$ cat src/rtl/fifo_wr_packer.sv
// fifo_wr_packer
//
// Write-domain producer that sits in front of the async FIFO write-pointer
// block. It accepts 8- or 16-bit words from a valid/ready source and
// serializes them into byte writes, low byte first. It keeps its own copy of
// the FIFO binary write pointer (wcount) and compares it against the
// synchronized Gray read pointer. As a result, winc only asserts when the
// FIFO is certain to take the byte. A stale wfull or a lagging read pointer
// can only delay a write. It never drops or duplicates a byte.
//
// Ports:
//   wclk         write-domain clock
//   wrst_n       asynchronous active-low reset, shared with the FIFO block
//   in_data      result word (2*DATA_W); the low byte is sent first
//   in_two       1 = send both bytes, 0 = send the low byte only
//   in_valid     source presents a word
//   in_ready     packer can accept a word (IDLE only)
//   wq2_rptr     Gray read pointer, already synchronized into wclk
//   wfull        registered full flag from the FIFO write-pointer block
//   winc         write strobe to the FIFO
//   wdata        byte to write, valid while winc=1
//   fill_level   conservative occupancy, 0..2^ADDR_W
//   almost_full  fill_level >= AF_LEVEL (advisory, does not gate writes)

module fifo_wr_packer #(
    parameter int ADDR_W   = 4,
    parameter int DATA_W   = 8,
    parameter int AF_LEVEL = 12
) (
    input  logic                wclk,
    input  logic                wrst_n,
    input  logic [2*DATA_W-1:0] in_data,
    input  logic                in_two,
    input  logic                in_valid,
    output logic                in_ready,
    input  logic [ADDR_W:0]     wq2_rptr,
    input  logic                wfull,
    output logic                winc,
    output logic [DATA_W-1:0]   wdata,
    output logic [ADDR_W:0]     fill_level,
    output logic                almost_full
);

    localparam logic [ADDR_W:0] DEPTH  = {1'b1, {ADDR_W{1'b0}}};
    localparam logic [ADDR_W:0] AF_THR = AF_LEVEL[ADDR_W:0];
    localparam logic [ADDR_W:0] ONE    = (ADDR_W+1)'(1);

    typedef enum logic [1:0] {
        IDLE    = 2'd0,
        SEND_LO = 2'd1,
        SEND_HI = 2'd2
    } state_t;

    state_t                state_q, state_d;
    logic [ADDR_W:0]       wcount_q, wcount_d;
    logic [2*DATA_W-1:0]   hold_q, hold_d;
    logic                  two_q, two_d;

    logic [ADDR_W:0]       rbin;
    logic                  space_ok;

    // Gray-to-binary conversion of the synchronized read pointer. Each binary
    // bit is the XOR of all Gray bits at or above it, so we walk down from
    // the MSB.
    always_comb begin
        rbin         = '0;
        rbin[ADDR_W] = wq2_rptr[ADDR_W];
        for (int i = ADDR_W - 1; i >= 0; i--) begin
            rbin[i] = rbin[i+1] ^ wq2_rptr[i];
        end
    end

    // Both pointers carry one extra wrap bit. Their modular difference is
    // therefore the true occupancy, even across the wcount 2^(ADDR_W+1)
    // wrap. The read pointer can only lag, so the occupancy is an
    // over-estimate and is always safe to write against. wfull is also
    // honoured because the FIFO block may know something we do not.
    always_comb begin
        fill_level  = wcount_q - rbin;
        space_ok    = (fill_level < DEPTH) && !wfull;
        almost_full = (fill_level >= AF_THR);
    end

    // Next-state and output logic. A byte is only counted when winc is
    // actually driven. A stall simply leaves the state and hold register
    // untouched, so wdata stays stable until space appears.
    always_comb begin
        state_d  = state_q;
        wcount_d = wcount_q;
        hold_d   = hold_q;
        two_d    = two_q;
        in_ready = 1'b0;
        winc     = 1'b0;
        wdata    = hold_q[DATA_W-1:0];

        case (state_q)
            IDLE: begin
                in_ready = 1'b1;
                if (in_valid) begin
                    hold_d  = in_data;
                    two_d   = in_two;
                    state_d = SEND_LO;
                end
            end
            SEND_LO: begin
                wdata = hold_q[DATA_W-1:0];
                winc  = space_ok;
                if (space_ok) begin
                    wcount_d = wcount_q + ONE;
                    state_d  = two_q ? SEND_HI : IDLE;
                end
            end
            SEND_HI: begin
                wdata = hold_q[2*DATA_W-1:DATA_W];
                winc  = space_ok;
                if (space_ok) begin
                    wcount_d = wcount_q + ONE;
                    state_d  = IDLE;
                end
            end
            default: begin
                state_d = IDLE;
            end
        endcase
    end

    // State registers. The reset discards any partially sent word. It also
    // realigns wcount with the FIFO write pointer, which shares this reset.
    always_ff @(posedge wclk or negedge wrst_n) begin
        if (!wrst_n) begin
            state_q  <= IDLE;
            wcount_q <= '0;
            hold_q   <= '0;
            two_q    <= 1'b0;
        end else begin
            state_q  <= state_d;
            wcount_q <= wcount_d;
            hold_q   <= hold_d;
            two_q    <= two_d;
        end
    end

endmodule

$ cat config.mk
export PLATFORM = sky130hd
export DESIGN_NAME = fifo_wr_packer
export DESIGN_NICKNAME = d
export VERILOG_FILES = /design/src/rtl/fifo_wr_packer.sv
export SDC_FILE = /design/constraint.sdc
export NUM_CORES = 1
export LEC_CHECK = 0
export CORE_AREA = 2 2 74 48
export DETAILED_ROUTE_END_ITERATION = 16
export DIE_AREA = 0 0 76 50
export HOLD_SLACK_MARGIN = 0.12
export PLACE_DENSITY_LB_ADDON = 0.2
export RECOVER_POWER = 50
export SETUP_SLACK_MARGIN = 0.2
export SKIP_CTS_REPAIR_TIMING = 1
export SLEW_MARGIN = 5
export SYNTH_ARGS = -nofsm -noshare
export SYNTH_HDL_FRONTEND = slang
export SYNTH_SLANG_ARGS = --single-unit
$ cat constraint.sdc
create_clock -name wclk -period 5.67 [get_ports wclk]
set_input_delay 1.134 -clock wclk [delete_from_list [all_inputs] [get_ports wclk]]
set_output_delay 1.134 -clock wclk [all_outputs]
set_load 0.005 [all_outputs]
==> results by group, run 1 <==
Critical path
  • Crit path launch type: input port
  • Crit path required time: 4.54 ns
  • R2R depth: 9
  • CP Capture Type: output pin
  • Critical path class: input port to output pin
  • Critical Path AT: 4.23 ns
  • CP max FO: 3

Layout
  • Fillers: 255
  • N_diodes: 0
  • Total area of sequential cells: 601 sq um
  • # nets final: 192
  • Layout cells sized above 1: 26.3%
  • Area of the multi-input gates: 733 sq um
  • P&R area growth vs syn: 44.8%
  • Fin util: 62.5%

Global route
  • GRT overflow: 0
  • Antenna violations before repair: 0
  • First-pass GRT wire length: 4240 um
  • Largest net degree at the start of global routing: 25
  • GRT Total Usage: 14.1%
  • Vias in the first global route: 965

STA
  • Worst Tran Pin Value: 1.05 ns
  • Final Max Slew Viols: 0
  • Final Hold Fails: 0
  • Clk_skew: 0.00586 ns
  • Setup Viol. Count Final: 0
  • FMAX: 186 MHz
  • Slew HR: 30.0%
  • RSZ-0062 raised after global routing: false
  • Setup_tns: 0 ns
  • Minimum clock period after layout: 5.36 ns
  • Final Cycle Share: 94.6%

Clocking
  • Maximum level of the CTS H-tree: 1
  • Sink Count: 24
  • CTS Buf Count: 3
  • Clk root buf: clkbuf_8
  • Worst-Skew Late Latency: 0.26 ns
  • Maximum root-to-sink buffer count: 2
  • Clock slew at reported path FFs: 0.08 ns
  • CTS tree: done

Run status
  • Outcome: finished clean

Placement
  • Count of port buffers added during placement: 41
  • Gpl congestion: 0.838
  • Dpl hpwl: 1930 um

Yosys
  • Simple-gate share of the synthesized area: 5.23%
  • Largest family of logic cells by synthesized area: multiplexers
  • Yosys top cell by area: dfrtp_1
  • Area contributors post-synth: dfrtp_1 45%, mux2_2 21%, ha_1 7.5%
  • Post-synthesis mux area share: 23.5%
  • Synth warn: 0
  • Mapped Cells: 109
  • Post-Syn Area: 0.00134 sq mm
  • Post-synth net total: 144
  • Compound-cell area share of the yosys netlist: 5.23%
  • Post-Synth XOR/XNOR Area: 9.07%
  • Share of the synthesized area in the top cell type: 44.9%
  • Synth Area in Adders: 8.97%
  • Post-synthesis register bit count: 24
  • Synth unique cells: 26
  • Post-synthesis sequential area ratio: 44.9%
  • Syn_area_per_cell: 12.3 sq um

Min path
  • HP Class: flip-flop to flip-flop
  • Cell depth of the worst hold path: 1

Die
  • Die Ht: 50 um
  • Core ar.: 0.00310 sq mm
  • Die width: 76 um
  • Die ar.: 0.00380 sq mm
  • Starting Density: 43.1%
  • Top-level I/O count: 42
  • Cell row count: 16

Power
  • Peak VDD IR: 0.000258 V
  • Power density over the cells: 548 mW/mm^2
  • Leakage: 0.841 nW

Routing
  • Wirelength per Cell: 13.1 um
  • Post-route ant nets: 0
  • Router iterations before antenna repair: 2
  • Routed WL: 2630 um
  • DRC: 0
  • Vias per inst: 4.67
  • Total number of vias: 938
  • Drt initial violations: 39

Job
  • # Max-Cap Violations: 0
==> synthesized netlist by cell type, drive strengths merged <==
library cell   n
a211o          1
a21o           2
a21oi          2
buf            1
clkbuf         1
dfrtp         24
fa             1
ha             8
inv            9
mux2          25
mux2i          2
nand2          6
nand2b         1
nand4          2
nor2           4
nor2b          1
nor3           1
o21ai          3
o22a           1
o2bb2ai        1
xnor2         10
xor2           3
==> worst max-delay path: stages <==
cell and delay [ns]:
clkdlybuf4s50_1 0.44, xnor2_2 0.25, xor2_2 0.26, xor2_2 0.24
xnor2_1 0.09, ha_1 0.21, fa_1 0.41, nand2b_4 0.17
a21oi_4 0.24, mux2i_4 0.27, clkdlybuf4s50_1 0.52
==> flip-flops by register name (all words and copies together), names as in the netlist <==
name,flops
hold_q,16
two_q,1
wcount_q,5
state_q,2
==> metrics by stage <==
| step | cells | hold slack, ns | cell area [sq um] | setup WS (ns) | total power [W] |
|---|---|---|---|---|---|
| detailed placement | 194 | 0.487 | 1800 | 0.0984 | 0.000882 |
| global placement | 194 | 0.481 | 1800 | 0.166 | 0.000868 |
| finish | 201 | 0.507 | 1940 | 0.307 | 0.00106 |
| floorplan | 109 | 0.473 | 1340 | 1.31 | 0.000623 |
| global route | 201 | 0.534 | 1940 | 0.128 | 0.00115 |
| CTS | 198 | 0.511 | 1880 | 0.0700 | 0.00103 |
==> worst paths after layout <==
path,startpoint,slack (ns),endpoint
hold / removal,hold_q[5],0.51,hold_q[5]
min in group asynchronous,wrst_n,1.50,hold_q[12]
hold reg to reg,hold_q[5],0.51,hold_q[5]
setup reg to reg,wcount_q[0],3.38,state_q[0]
setup / recovery,wq2_rptr[3],0.31,winc
max in group asynchronous,wrst_n,3.54,hold_q[1]
==> final cells by class <==
class	instances	share of cell area, %
clock buffer	3	2.13
clock inverter	1	1.55
inverter	9	1.74
multi-input combinational	74	37.8
sequential	24	31.0
tap	45	2.91
timing repair buffer	45	22.9
==> placed cells by master, fill, tap and decap left out, types with 2 or more instances in the layout <==
cell	n
xnor2_2	2
nor2_1	4
nand2_1	5
clkdlybuf4s50_1	38
inv_1	9
dfrtp_1	24
xnor2_1	8
a21o_1	2
xor2_2	2
o21ai_0	3
clkbuf_8	3
nand4_1	2
buf_4	4
mux2_2	25
ha_1	8
dlygate4sd3_1	2
==> where the power goes <==
group	leakage, nW	switching, W	internal, W
sequential	0.287	0.0000489	0.000254
combinational	0.518	0.000231	0.000380
clock	0.0357	0.0000527	0.0000943
==> logic make-up after synthesis <==
logic type,count (synthesis)
AOI/OAI and AO/OA,10
xor gates and xnor gates,13
adders and majority gates,9
buffers and inverters,11
DFF,24
muxes,27
and+or+nand+nor,15
==> layer usage <==
metal	vias to the layer above	wire [um]	share of wire, %	track usage [%]
met5	-	0	0	0
met3	2	98	3.7	4.95
met4	0	9	0.34	1.82
li1	466	-	-	-
met1	452	1210	46	18.4
met2	18	1310	50	23.5
Note: power is estimated with default switching activity, not from simulation.
==> run 2: changes to the inputs <==
--- a/config.mk
+++ b/config.mk
@@ -6,6 +6,7 @@
 export NUM_CORES = 1
 export LEC_CHECK = 0
 export CORE_AREA = 2 2 74 48
+export CTS_BUF_LIST = sky130_fd_sc_hd__clkbuf_4 sky130_fd_sc_hd__clkbuf_8
 export DETAILED_ROUTE_END_ITERATION = 16
 export DIE_AREA = 0 0 76 50
 export HOLD_SLACK_MARGIN = 0.12
==> results of run 2 <==
No change in the layout: final DEF, timing and power equal those of run 1.
